--- src/rtl/sine_sweep_ctrl.sv ---
// Stepped sine-sweep sequencer: settle, capture-window count and req/ack capture handoff per tone; SINE_SWEEP_AMPL_RAMP_EN ramps ampl_word at each tone.
// Outputs registered (1 clk after the causing input); capture/FFT backpressure holds WAIT_ACK until capture_ack.
module sine_sweep_ctrl #(
    parameter int FREQ_W = 24,
    parameter int AMPL_W = 8,
    parameter int CNT_W  = 16,
    parameter int DIV_W  = 8
) (
    input  logic              clk,
    input  logic              reset_n,
    input  logic              start,
    input  logic              abort,
    input  logic [FREQ_W-1:0] freq_start,
    input  logic [FREQ_W-1:0] freq_step,
    input  logic [7:0]        num_steps,
    input  logic [AMPL_W-1:0] ampl_cfg,
    input  logic [CNT_W-1:0]  settle_cycles,
    input  logic [CNT_W-1:0]  capture_len,
    input  logic [DIV_W-1:0]  sample_div,
    input  logic              capture_ack,
    output logic [FREQ_W-1:0] freq_word,
    output logic [AMPL_W-1:0] ampl_word,
    output logic              tone_en,
    output logic              sample_stb,
    output logic              sample_valid,
    output logic              capture_req,
    output logic [7:0]        step_idx,
    output logic              busy,
    output logic              done,
    output logic              aborted
);

    localparam logic [2:0] S_IDLE     = 3'd0;
    localparam logic [2:0] S_SETTLE   = 3'd1;
    localparam logic [2:0] S_CAPTURE  = 3'd2;
    localparam logic [2:0] S_WAIT_ACK = 3'd3;
    localparam logic [2:0] S_NEXT     = 3'd4;
    localparam logic [2:0] S_DONE     = 3'd5;

    logic [2:0]        state_q,       state_d;
    logic [FREQ_W-1:0] freq_word_q,   freq_word_d;
    logic [FREQ_W-1:0] freq_step_q,   freq_step_d;
    logic [7:0]        last_idx_q,    last_idx_d;
    logic [7:0]        step_idx_q,    step_idx_d;
    logic [AMPL_W-1:0] ampl_word_q,   ampl_word_d;
    logic [AMPL_W-1:0] ampl_cfg_q,    ampl_cfg_d;
    logic [CNT_W-1:0]  settle_cfg_q,  settle_cfg_d;
    logic [CNT_W-1:0]  cap_len_q,     cap_len_d;
    logic [CNT_W-1:0]  settle_cnt_q,  settle_cnt_d;
    logic [CNT_W-1:0]  win_cnt_q,     win_cnt_d;
    logic [DIV_W-1:0]  sample_div_q,  sample_div_d;
    logic [DIV_W-1:0]  div_q,         div_d;
    logic              tone_en_q,     tone_en_d;
    logic              capture_req_q, capture_req_d;
    logic              done_q,        done_d;
    logic              aborted_q,     aborted_d;

    logic              stb_w;
    logic              valid_w;
    logic              ampl_ready_w;

    assign stb_w   = tone_en_q && (div_q == sample_div_q);
    assign valid_w = stb_w && (state_q == S_CAPTURE);

`ifdef SINE_SWEEP_AMPL_RAMP_EN
    assign ampl_ready_w = (ampl_word_q == ampl_cfg_q);
`else
    assign ampl_ready_w = 1'b1;
`endif

    always_comb begin
        state_d       = state_q;
        freq_word_d   = freq_word_q;
        freq_step_d   = freq_step_q;
        last_idx_d    = last_idx_q;
        step_idx_d    = step_idx_q;
        ampl_word_d   = ampl_word_q;
        ampl_cfg_d    = ampl_cfg_q;
        settle_cfg_d  = settle_cfg_q;
        cap_len_d     = cap_len_q;
        settle_cnt_d  = settle_cnt_q;
        win_cnt_d     = win_cnt_q;
        sample_div_d  = sample_div_q;
        tone_en_d     = tone_en_q;
        capture_req_d = capture_req_q;
        done_d        = 1'b0;
        aborted_d     = 1'b0;

        // Divider only runs while the tone is on; SETTLE entry forces it back to 0 below.
        if (tone_en_q) begin
            div_d = stb_w ? '0 : div_q + 1'b1;
        end else begin
            div_d = '0;
        end

`ifdef SINE_SWEEP_AMPL_RAMP_EN
        if (stb_w && (ampl_word_q < ampl_cfg_q)) begin
            ampl_word_d = ampl_word_q + 1'b1;
        end
`endif

        case (state_q)
            S_IDLE: begin
                if (start && !abort) begin
                    freq_word_d  = freq_start;
                    freq_step_d  = freq_step;
                    last_idx_d   = (num_steps == 8'd0) ? 8'd0 : num_steps - 8'd1;
                    ampl_cfg_d   = ampl_cfg;
                    settle_cfg_d = settle_cycles;
                    cap_len_d    = capture_len;
                    sample_div_d = sample_div;
`ifdef SINE_SWEEP_AMPL_RAMP_EN
                    ampl_word_d  = '0;
`else
                    ampl_word_d  = ampl_cfg;
`endif
                    tone_en_d    = 1'b1;
                    step_idx_d   = 8'd0;
                    settle_cnt_d = settle_cycles;
                    div_d        = '0;
                    state_d      = S_SETTLE;
                end
            end
            S_SETTLE: begin
                if (settle_cnt_q != '0) begin
                    settle_cnt_d = settle_cnt_q - 1'b1;
                end else if (ampl_ready_w) begin
                    if (cap_len_q == '0) begin
                        capture_req_d = 1'b1;
                        state_d       = S_WAIT_ACK;
                    end else begin
                        win_cnt_d = cap_len_q;
                        state_d   = S_CAPTURE;
                    end
                end
            end
            S_CAPTURE: begin
                if (valid_w) begin
                    win_cnt_d = win_cnt_q - 1'b1;
                    if (win_cnt_q == {{(CNT_W-1){1'b0}}, 1'b1}) begin
                        capture_req_d = 1'b1;
                        state_d       = S_WAIT_ACK;
                    end
                end
            end
            S_WAIT_ACK: begin
                if (capture_ack) begin
                    capture_req_d = 1'b0;
                    state_d       = S_NEXT;
                end
            end
            S_NEXT: begin
                if (step_idx_q == last_idx_q) begin
                    done_d    = 1'b1;
                    tone_en_d = 1'b0;
                    state_d   = S_DONE;
                end else begin
                    freq_word_d  = freq_word_q + freq_step_q;
                    step_idx_d   = step_idx_q + 8'd1;
                    settle_cnt_d = settle_cfg_q;
                    div_d        = '0;
`ifdef SINE_SWEEP_AMPL_RAMP_EN
                    ampl_word_d  = '0;
`endif
                    state_d      = S_SETTLE;
                end
            end
            S_DONE: begin
                state_d = S_IDLE;
            end
            default: begin
                state_d = S_IDLE;
            end
        endcase

        // Abort overrides whatever the active state decided this cycle.
        if (abort && (state_q != S_IDLE)) begin
            state_d       = S_IDLE;
            tone_en_d     = 1'b0;
            capture_req_d = 1'b0;
            done_d        = 1'b0;
            aborted_d     = 1'b1;
        end
    end

    always_ff @(posedge clk) begin
        if (!reset_n) begin
            state_q       <= S_IDLE;
            freq_word_q   <= '0;
            freq_step_q   <= '0;
            last_idx_q    <= '0;
            step_idx_q    <= '0;
            ampl_word_q   <= '0;
            ampl_cfg_q    <= '0;
            settle_cfg_q  <= '0;
            cap_len_q     <= '0;
            settle_cnt_q  <= '0;
            win_cnt_q     <= '0;
            sample_div_q  <= '0;
            div_q         <= '0;
            tone_en_q     <= 1'b0;
            capture_req_q <= 1'b0;
            done_q        <= 1'b0;
            aborted_q     <= 1'b0;
        end else begin
            state_q       <= state_d;
            freq_word_q   <= freq_word_d;
            freq_step_q   <= freq_step_d;
            last_idx_q    <= last_idx_d;
            step_idx_q    <= step_idx_d;
            ampl_word_q   <= ampl_word_d;
            ampl_cfg_q    <= ampl_cfg_d;
            settle_cfg_q  <= settle_cfg_d;
            cap_len_q     <= cap_len_d;
            settle_cnt_q  <= settle_cnt_d;
            win_cnt_q     <= win_cnt_d;
            sample_div_q  <= sample_div_d;
            div_q         <= div_d;
            tone_en_q     <= tone_en_d;
            capture_req_q <= capture_req_d;
            done_q        <= done_d;
            aborted_q     <= aborted_d;
        end
    end

    assign freq_word    = freq_word_q;
    assign ampl_word    = ampl_word_q;
    assign tone_en      = tone_en_q;
    assign sample_stb   = stb_w;
    assign sample_valid = valid_w;
    assign capture_req  = capture_req_q;
    assign step_idx     = step_idx_q;
    assign busy         = (state_q != S_IDLE);
    assign done         = done_q;
    assign aborted      = aborted_q;

endmodule
--- config.mk ---
export PLATFORM = sky130hd
export DESIGN_NAME = sine_sweep_ctrl
export DESIGN_NICKNAME = d
export VERILOG_FILES = /design/src/rtl/sine_sweep_ctrl.sv
export SDC_FILE = /design/constraint.sdc
export NUM_CORES = 1
export LEC_CHECK = 0
export ABC_CLOCK_PERIOD_IN_PS = 3000
export BUFFER_PORTS_ARGS = -buffer_cell sky130_fd_sc_hd__buf_2
export CAP_MARGIN = 5
export CORE_MARGIN = 2
export CORE_UTILIZATION = 50
export DETAILED_ROUTE_END_ITERATION = 8
export HOLD_SLACK_MARGIN = 0.12
export MAX_ROUTING_LAYER = met4
export PLACE_DENSITY_LB_ADDON = 0.3
export RECOVER_POWER = 50
export SLEW_MARGIN = 20
export SYNTH_ARGS = -nofsm -noshare
export SYNTH_HDL_FRONTEND = slang
export SYNTH_SLANG_ARGS = --single-unit
--- constraint.sdc ---
create_clock -name clk -period 3 [get_ports clk]
set_clock_uncertainty 0.15 [all_clocks]
set_input_delay 0.3 -clock clk [delete_from_list [all_inputs] [get_ports clk]]
set_output_delay 0.3 -clock clk [all_outputs]
set_load 0.01 [all_outputs]
---- Word-level counts from Yosys, hierarchy flattened ----
Cells that the tools add are included.
storage, ports and cells
  register bits after elaboration ......... 159
  bits of input ports ..................... 109
  output and inout port bits .............. 47
  logic and storage cells ................. 103
cells by class
  $add $sub $neg .......................... 6
  eq/ne operators ......................... 17
  mux-type cells .......................... 39
  bitwise logic cells ..................... 2
  reduce and logical (&&, ||, !) cells .... 23
operators with widths
  kind                                                  number
  two-way mux 16 bit                                    6
  two-way mux 8 bit                                     7
  two-way mux 24 bit                                    2
  case mux 16 bit (3 select lines)                      1
  case mux 24 bit (2 select lines)                      1
  case mux 16 bit (2 select lines)                      1
  case mux 8 bit (2 select lines)                       2
  subtractor 16 x 1 -> 16 bit, second input constant    2
  adder 24 bit                                          1
  two-way mux 3 bit                                     6
  inequality test 2 bit, second input constant          9
  adder 8 x 1 -> 8 bit, second input constant           2
  equality test 16 x 1 -> 1 bit, second input constant  1
  equality test 8 bit                                   2
  logical NOT 16 bit                                    1
  nonzero test 16 bit                                   1
  case mux 3 bit (5 select lines)                       1
  two-way mux 1 bit                                     10
  nonzero test 3 bit                                    3
  logical NOT 8 bit                                     1
  AND reduction 4 bit                                   2
  subtractor 8 x 1 -> 8 bit, second input constant      1
  equality test 3 x 2 -> 1 bit, second input constant   2
  AND reduction 3 bit                                   2
  other kinds (15)                                      20

---- Logic depth before layout (Yosys ltp) ----
Gate-level depths: netlist (run 1).
  depth in word-level cells ............... 6
  gate-level depth with buffers ........... 12
  mapped depth without buffers ............ 12

---- Worst setup path before layout (run 1) ----
OpenSTA, ideal clock, no wires.
  kind .................................... flip-flop to flip-flop
  from .................................... reg freq_word_q[0], in the netlist freq_word[0]
  to ...................................... reg freq_word_q[22], in the netlist freq_word[22]
  setup time .............................. 0.074 ns
  data arrival time ....................... 2.665 ns
  data required time ...................... 2.776 ns
  path slack .............................. 0.111 ns
  stages on the path, launching flop included .. 13
  path buffers ............................ 0
  clock period less this slack ............ 2.889 ns
  cells stage by stage .................... dfxtp_1 > ha_1 > inv_1 > fa_1 > nor2b_1 > o21a_1 > o21ai_0 > a21oi_1 > o21a_1 > a211o_1 > a31oi_1 > or4b_2 > a31oi_1
on the way
  word-level cells in the longest chain between the ends .. 3
ends and longest elaborated chain
  what                              line  text
  from (decl)                       41    logic [FREQ_W-1:0] freq_word_q, freq_word_d;
  from (signal assigned)            207   freq_word_q <= freq_word_d;
  adder 24 bit                      158   freq_word_d = freq_word_q + freq_step_q;
  two-way mux 24 bit                153   if (step_idx_q == last_idx_q) begin
  case mux 24 bit (2 select lines)  102   case (state_q)
Every way passes these cells. The select of a mux whose other input is x is not followed.
A chain may end at the register's enable or synchronous reset.

---- Worst setup path in the final report (run 1) ----
Ends and elaborated chain as after synthesis.

==> reports/metrics.cfg, run 1 <==
[synth]
netlist_area_um2 = 8530
synth_flop_cell = dfxtp_1
syn_inst = 1078
synth_seq_cells = 159
synth_fp_nets = 1217
synth-edff-count = 0
synth_cell_types = 69
async_flop_share_pct = 0
ys_seq_area_share_pct = 37.3
ys_warn_count = 0
syn_avg_cell_area_um2 = 7.91

[route]
totalWireLength_um = 23900
ant_nets = 0
drt_first_pass_iters = 5
drc = 0
drtIter0Drc = 608
wl_per_cell_um = 15.5
dr_total_vias = 8525
via_per_inst = 5.50

[final_layout]
drive_gt1_share_pct = 17.1
diodes = 0
areaGrowthSynthToFinish_pct = 31.2
register_area_um2 = 3190
layout.nets = 1457
multi_input_area_um2 = 5070
nFillCells = 1349

[setup_path]
r2r_setup_slack_ns = 0.08
crit_fanout = 3
arrival_ns = 3.12
required_ns = 3.20
cp-start-kind = register
crit_type = reg -> reg
cp-end-kind = register

[place]
place_ws_ns = 0.00591
portBuffers = 155
place.gp.congestion = 0.920
dp_hpwl_um = 15500

[floorplan]
initial_core_util_pct = 51.3
io_pins = 156
die_w_um = 135
dieArea_um2 = 18100
die_height_um = 135
num_rows = 47
core_area_um2 = 16600

[sta]
worst_slack_ns = 0.0847
tightest_slew_ns = 1.12
setup_tns_ns = 0
post-route-period-util_pct = 97.2
max_freq_mhz = 343
hold_violations = 0
fin_crit_ns = 2.92
whs_ns = 0.137
maxSlewViolCount = 0
setup_viol = 0
slew_headroom_pct = 25.0

[clock_tree]
clk_transition_reported_paths_ns = 0.06
cts_sinks = 159
htreeDepth = 4
clk_latency_ns = 0.42
numCtsBuffers = 17
max-clock-path-buffers = 2
cts_tree = done
root_buffer = clkbuf_16

[hold_path]
hp-class = in -> reg

[global_routing]
grt_pass1_vias = 8379
antenna_found_initial = 0
grt_overflow_total = 0
grt_pass1_wl_um = 39700
grt_max_degree = 62
track_usage_pct = 27.7

[power]
total_power_w = 0.00725
p_leak_nw = 4.79
p_per_area_nw_per_um2 = 647
ir_worst_vdd_uv = 450

[outcome]
status = complete, no violations

[run]
maxCapViolCount = 0

[cells by family (layout without fill, tap and decap cells)]
| kind of cell | count (synthesis) | after routing | share of synthesized area [%] |
|---|---|---|---|
| XOR/XNOR | 53 | 53 | 5.44 |
| AND/OR/NAND/NOR | 450 | 450 | 24.1 |
| multiplexers | 4 | 4 | 0.484 |
| AO/OA/AOI/OAI | 301 | 301 | 24.4 |
| flip-flops | 159 | 159 | 37.3 |
| adder cells (fa/ha/maj) | 30 | 30 | 4.49 |
| buffers and inverters | 81 | 333 | 3.72 |
[path summary, 6_finish.rpt]
kind                    from         endpoint  depth (start not counted)
max reg2reg     freq_word[0]    freq_word[22]                         12
min             num_steps[1]    last_idx_q[1]                          4
max             freq_word[0]    freq_word[22]                         12
min reg2reg  settle_cfg_q[6]  settle_cfg_q[6]                          2
[repair_timing]
item	in CTS	in global routing
hold buffers	101	0
pin swaps	2	4
setup buffers	0	2
gates resized for setup	2	10
setup endpoints to repair	1	2
hold endpoints to repair	106	0
[stage by stage]
stage	cells	utilization, %	cell area [um^2]
global placement	1416	57.3	9540
finish	1550	67.3	11200
detailed placement	1416	57.3	9540
CTS	1548	67.1	11200
global route	1550	67.3	11200
floorplan	1078	-	8530
[flip-flops by register name, summed over array words and instances (netlist names)]
name and count:
capture_req 1, last_idx_q 8, settle_cnt_q 16, freq_step_q 24, done 1, sample_div_q 8
ampl_word 8, div_q 8, cap_len_q 16, freq_word 24, tone_en 1, settle_cfg_q 16
state_q 3, aborted 1, step_idx 8, win_cnt_q 16
[synthesized netlist by cell type (2+ instances only)]
cell type    n  area, um^2
o2111ai_1    2        17.5
and2_1      14        87.6
nor3_1      21         105
nand4_1     11        68.8
dfxtp_1    159        3180
nand3b_1     2        15.0
buf_4        3        22.5
a21o_1       9        67.6
o211a_1     18         180
a21boi_0    76         571
buf_1        5        18.8
and3_1       7        43.8
nor3b_1      2        15.0
ha_1        29         363
a22oi_1     17         128
inv_1       20        75.1
xnor2_1     36         315
a211o_1      2        17.5
clkbuf_1    51         191
o211ai_1    13        97.6
o21ai_0     58         290
nor2_1      60         225
nand3_1     22         110
a221oi_1     6        52.6
a211oi_1     3        22.5
o31ai_1      8        60.1
nor2b_1     23         144
o41ai_1      4        35.0
buf_2        2        10.0
and4_1       2        17.5
a222oi_1     5        50.1
or2_2        2        12.5
nor4_1      11        68.8
nand2_1    246         923
o22a_1       2        17.5
or4_1        2        15.0
a31oi_1      6        37.5
xor2_1      17         149
a21oi_2      2        17.5
nand2b_1     7        43.8
o21a_1       5        37.5
or3_1        7        43.8
a21oi_1     51         255
mux2i_1      3        30.0
o311ai_0     3        26.3
[cell usage in the layout (no fill, tap or decap), drive strengths merged, types with 4 or more instances in the layout]
| master | count |
|---|---|
| xnor2 | 36 |
| a21oi | 53 |
| a31oi | 6 |
| dlygate4sd3 | 101 |
| a222oi | 5 |
| o41ai | 4 |
| o21ai | 60 |
| clkbuf | 33 |
| nor2b | 24 |
| inv | 20 |
| clkinv | 5 |
| nand3 | 22 |
| nand2b | 7 |
| ha | 29 |
| o211ai | 13 |
| nand2 | 247 |
| nor2 | 61 |
| and2 | 14 |
| xor2 | 17 |
| nor3 | 23 |
| a21boi | 76 |
| or3 | 8 |
| and3 | 7 |
| dfxtp | 159 |
| o211a | 18 |
| o21a | 5 |
| nor4 | 12 |
| o31ai | 8 |
| nand4 | 11 |
| buf | 170 |
| a22oi | 17 |
| a221oi | 6 |
| a21o | 10 |
[area by class of cell]
class / count / area share (%)
multi-input combinational: 838 / 45.3
inverter: 20 / 0.670
timing repair buffer: 282 / 17.7
sequential: 159 / 28.5
clock inverter: 9 / 1.20
clock buffer: 22 / 4.24
tap: 220 / 2.46
[per-layer routing]
layer  up-vias  track usage (%)  wire, um
met5         -                -         0
met3        32             5.41      1280
met1      3966             32.9     10400
met4         0             8.65       371
met2       256             47.4     11900
li1       4271                -         -
[worst max-delay path: stages, from the launching register on]
cell     delay [ns]
dfxtp_4        0.37
ha_4           0.13
inv_1          0.05
fa_2           0.34
nor2b_2        0.14
o21a_1         0.13
o21ai_1        0.07
a21oi_1        0.20
o21a_1         0.18
a211o_1        0.18
a31oi_2        0.11
or4b_2         0.62
a31oi_1        0.18
[power breakdown]
part | internal [W] | total (W) | switching [W]
combinational | 0.00102 | 0.00240 | 0.00138
clock | 0.00137 | 0.00223 | 0.000858
sequential | 0.00238 | 0.00262 | 0.000244
total | 0.00477 | 0.00725 | 0.00248
Power figures use the tool's default switching activity.
==> run 2: changes to the inputs <==
- CORE_ASPECT_RATIO: unset -> 0.75
==> reports/metrics.cfg, run 2 (synthesis gave the netlist of run 1 again) <==
[power]
seqPwrFrac_pct = 35.3  ; was 36.2%
clkPwrFrac_pct = 32.3  ; was 30.8%
switching_power_w = 0.00259  ; was 0.00248 W
internal-power_w = 0.00488  ; was 0.00477 W
ir_worst_vdd_uv = 352  ; was 450 uV
p_leak_nw = 4.65  ; was 4.79 nW
comb_power_share_pct = 32.4  ; was 33.0%
p_sw_share_pct = 34.7  ; was 34.2%
p_per_area_nw_per_um2 = 669  ; was 647 nW/um^2

[clock_tree]
cts_sinks = 159  ; unchanged
clk_latency_ns = 0.43  ; was 0.42 ns
htreeDepth = 4  ; unchanged
numCtsBuffers = 17  ; unchanged
clk_transition_reported_paths_ns = 0.07  ; was 0.06 ns
cts_tree = done  ; unchanged
max-clock-path-buffers = 2  ; unchanged
root_buffer = clkbuf_16  ; unchanged

[final_layout]
areaGrowthSynthToFinish_pct = 30.9  ; was 31.2%
final_common_cell = nand2_1  ; unchanged
final_cell_mix = 245 x nand2_1, 157 x dfxtp_1, 108 x buf_2, 100 x dlygate4sd3_1, 76 x a21boi_0  ; was 245 x nand2_1, 157 x dfxtp_1, 143 x buf_2, 101 x dlygate4sd3_1, 76 x a21boi_0
register_area_um2 = 3190  ; about the same
layout.nets = 1454  ; was 1457
fin_util_pct = 66.6  ; was 67.3%
diodes = 0  ; unchanged
nFillCells = 1378  ; was 1349
multi_input_area_um2 = 5060  ; was 5070 um^2
drive_gt1_share_pct = 14.4  ; was 17.1%
fin_area_um2 = 11200  ; about the same

[floorplan]
num_rows = 41  ; was 47
dieArea_um2 = 18100  ; about the same
initial_core_util_pct = 50.9  ; was 51.3%
io_pins = 156  ; unchanged
core_area_um2 = 16800  ; was 16600 um^2
die_w_um = 155  ; was 135 um
die_height_um = 117  ; was 135 um

[route]
drt_first_pass_iters = 5  ; unchanged
ant_nets = 0  ; unchanged
wl_per_cell_um = 16.5  ; was 15.5 um
drtIter0Drc = 790  ; was 608
dr_total_vias = 8701  ; was 8525
via_per_inst = 5.64  ; was 5.50
drc = 0  ; unchanged
totalWireLength_um = 25400  ; was 23900 um

[global_routing]
antenna_found_initial = 0  ; unchanged
grt_overflow_total = 0  ; unchanged
grt_pass1_vias = 8064  ; was 8379
grt_pass1_wl_um = 39800  ; was 39700 um
track_usage_pct = 28.4  ; was 27.7%
grt_max_degree = 74  ; was 62

[sta]
max_freq_mhz = 342  ; was 343 MHz
whs_ns = 0.135  ; was 0.137 ns
hold_violations = 0  ; unchanged
rsz0062_at_grt = yes
maxSlewViolCount = 0  ; unchanged
tightest_slew_ns = 1.06  ; was 1.12 ns
slew_headroom_pct = 29.1  ; was 25.0%
post-route-period-util_pct = 97.4  ; was 97.2%
fin_crit_ns = 2.92  ; about the same
setup_tns_ns = 0  ; unchanged
setup_viol = 0  ; unchanged
worst_slack_ns = 0.0790  ; was 0.0847 ns

[place]
place.gp.congestion = 0.885  ; was 0.920
placed_area_um2 = 9540  ; about the same
place_ws_ns = -0.0771  ; was 0.00591 ns
dp_hpwl_um = 16200  ; was 15500 um
portBuffers = 155  ; unchanged

[setup_path]
cp-start-kind = register  ; unchanged
crit_fanout = 3  ; unchanged
arrival_ns = 3.12  ; about the same
required_ns = 3.20  ; about the same
cp-end-kind = register  ; unchanged
crit_type = reg -> reg  ; unchanged

[outcome]
status = complete, no violations  ; unchanged

[hold_path]
hp-class = in -> reg  ; unchanged

[run]
maxCapViolCount = 0  ; unchanged

==> run 2: critical path, cell delays in order, from the launching register on <==
cell,delay (ns)
dfxtp_2,0.34
ha_2,0.17
inv_1,0.06
fa_2,0.34
nor2b_2,0.13
o21a_1,0.16
o21ai_2,0.07
a21oi_2,0.20
o21a_1,0.17
a211o_1,0.15
a31oi_1,0.11
or4b_2,0.62
a31oi_1,0.17
==> run 2: per-layer routing <==
metal / part of all wire (%) / up-vias / global-route usage (%)
met1: 48 / 4073 / 38.4
li1: - / 4261 / -
met4: 1.8 / 0 / 9.44
met2: 44 / 323 / 43.3
met3: 6.5 / 44 / 5.04
met5: 0 / - / -
==> run 2: final timing paths <==
| path | start | to | slack, ns | depth (start not counted) |
|---|---|---|---|---|
| hold / removal | freq_start[11] | freq_word[11] | 0.13 | 4 |
| hold reg to reg | ampl_word[1] | ampl_word[1] | 0.32 | 2 |
| setup reg to reg | freq_word[0] | freq_word[22] | 0.08 | 12 |
| setup / recovery | freq_word[0] | freq_word[22] | 0.08 | 12 |
==> run 2: through the flow <==
step	std cells	power (W)
3_5_place_dp	1408	0.00493
5_1_grt	1543	0.00786
2_1_floorplan	1078	0.00429
4_1_cts	1541	0.00745
6_report	1543	0.00747
3_3_place_gp	1408	0.00487
==> run 2: power groups by stage <==
| stage | Sequential (W) | Combinational [W] | Clock, W |
|---|---|---|---|
| 4_1_cts | 0.00263 | 0.00238 | 0.00243 |
| 3_5_place_dp | 0.00267 | 0.00226 | 0 |
| 3_3_place_gp | 0.00266 | 0.00221 | 0 |
| 2_1_floorplan | 0.00262 | 0.00167 | 0 |
| 6_report | 0.00264 | 0.00242 | 0.00242 |
| 5_1_grt | 0.00267 | 0.00266 | 0.00252 |
==> run 2: layout make-up <==
| type | instances | area share (%) |
|---|---|---|
| clock buffers | 19 | 3.97 |
| well taps | 215 | 2.41 |
| clock inverters | 13 | 1.87 |
| repair buffers | 279 | 17.3 |
| flip-flops and latches | 159 | 28.5 |
| multi-input cells | 838 | 45.3 |
| inverters | 20 | 0.672 |
==> run 2: repair_timing <==
action,in CTS,in global routing
hold buffers,100,0
resized for setup,3,8
buffers inserted,1,2
pin swaps,2,5
hold endpoints to repair,103,0
setup endpoints to repair,1,2
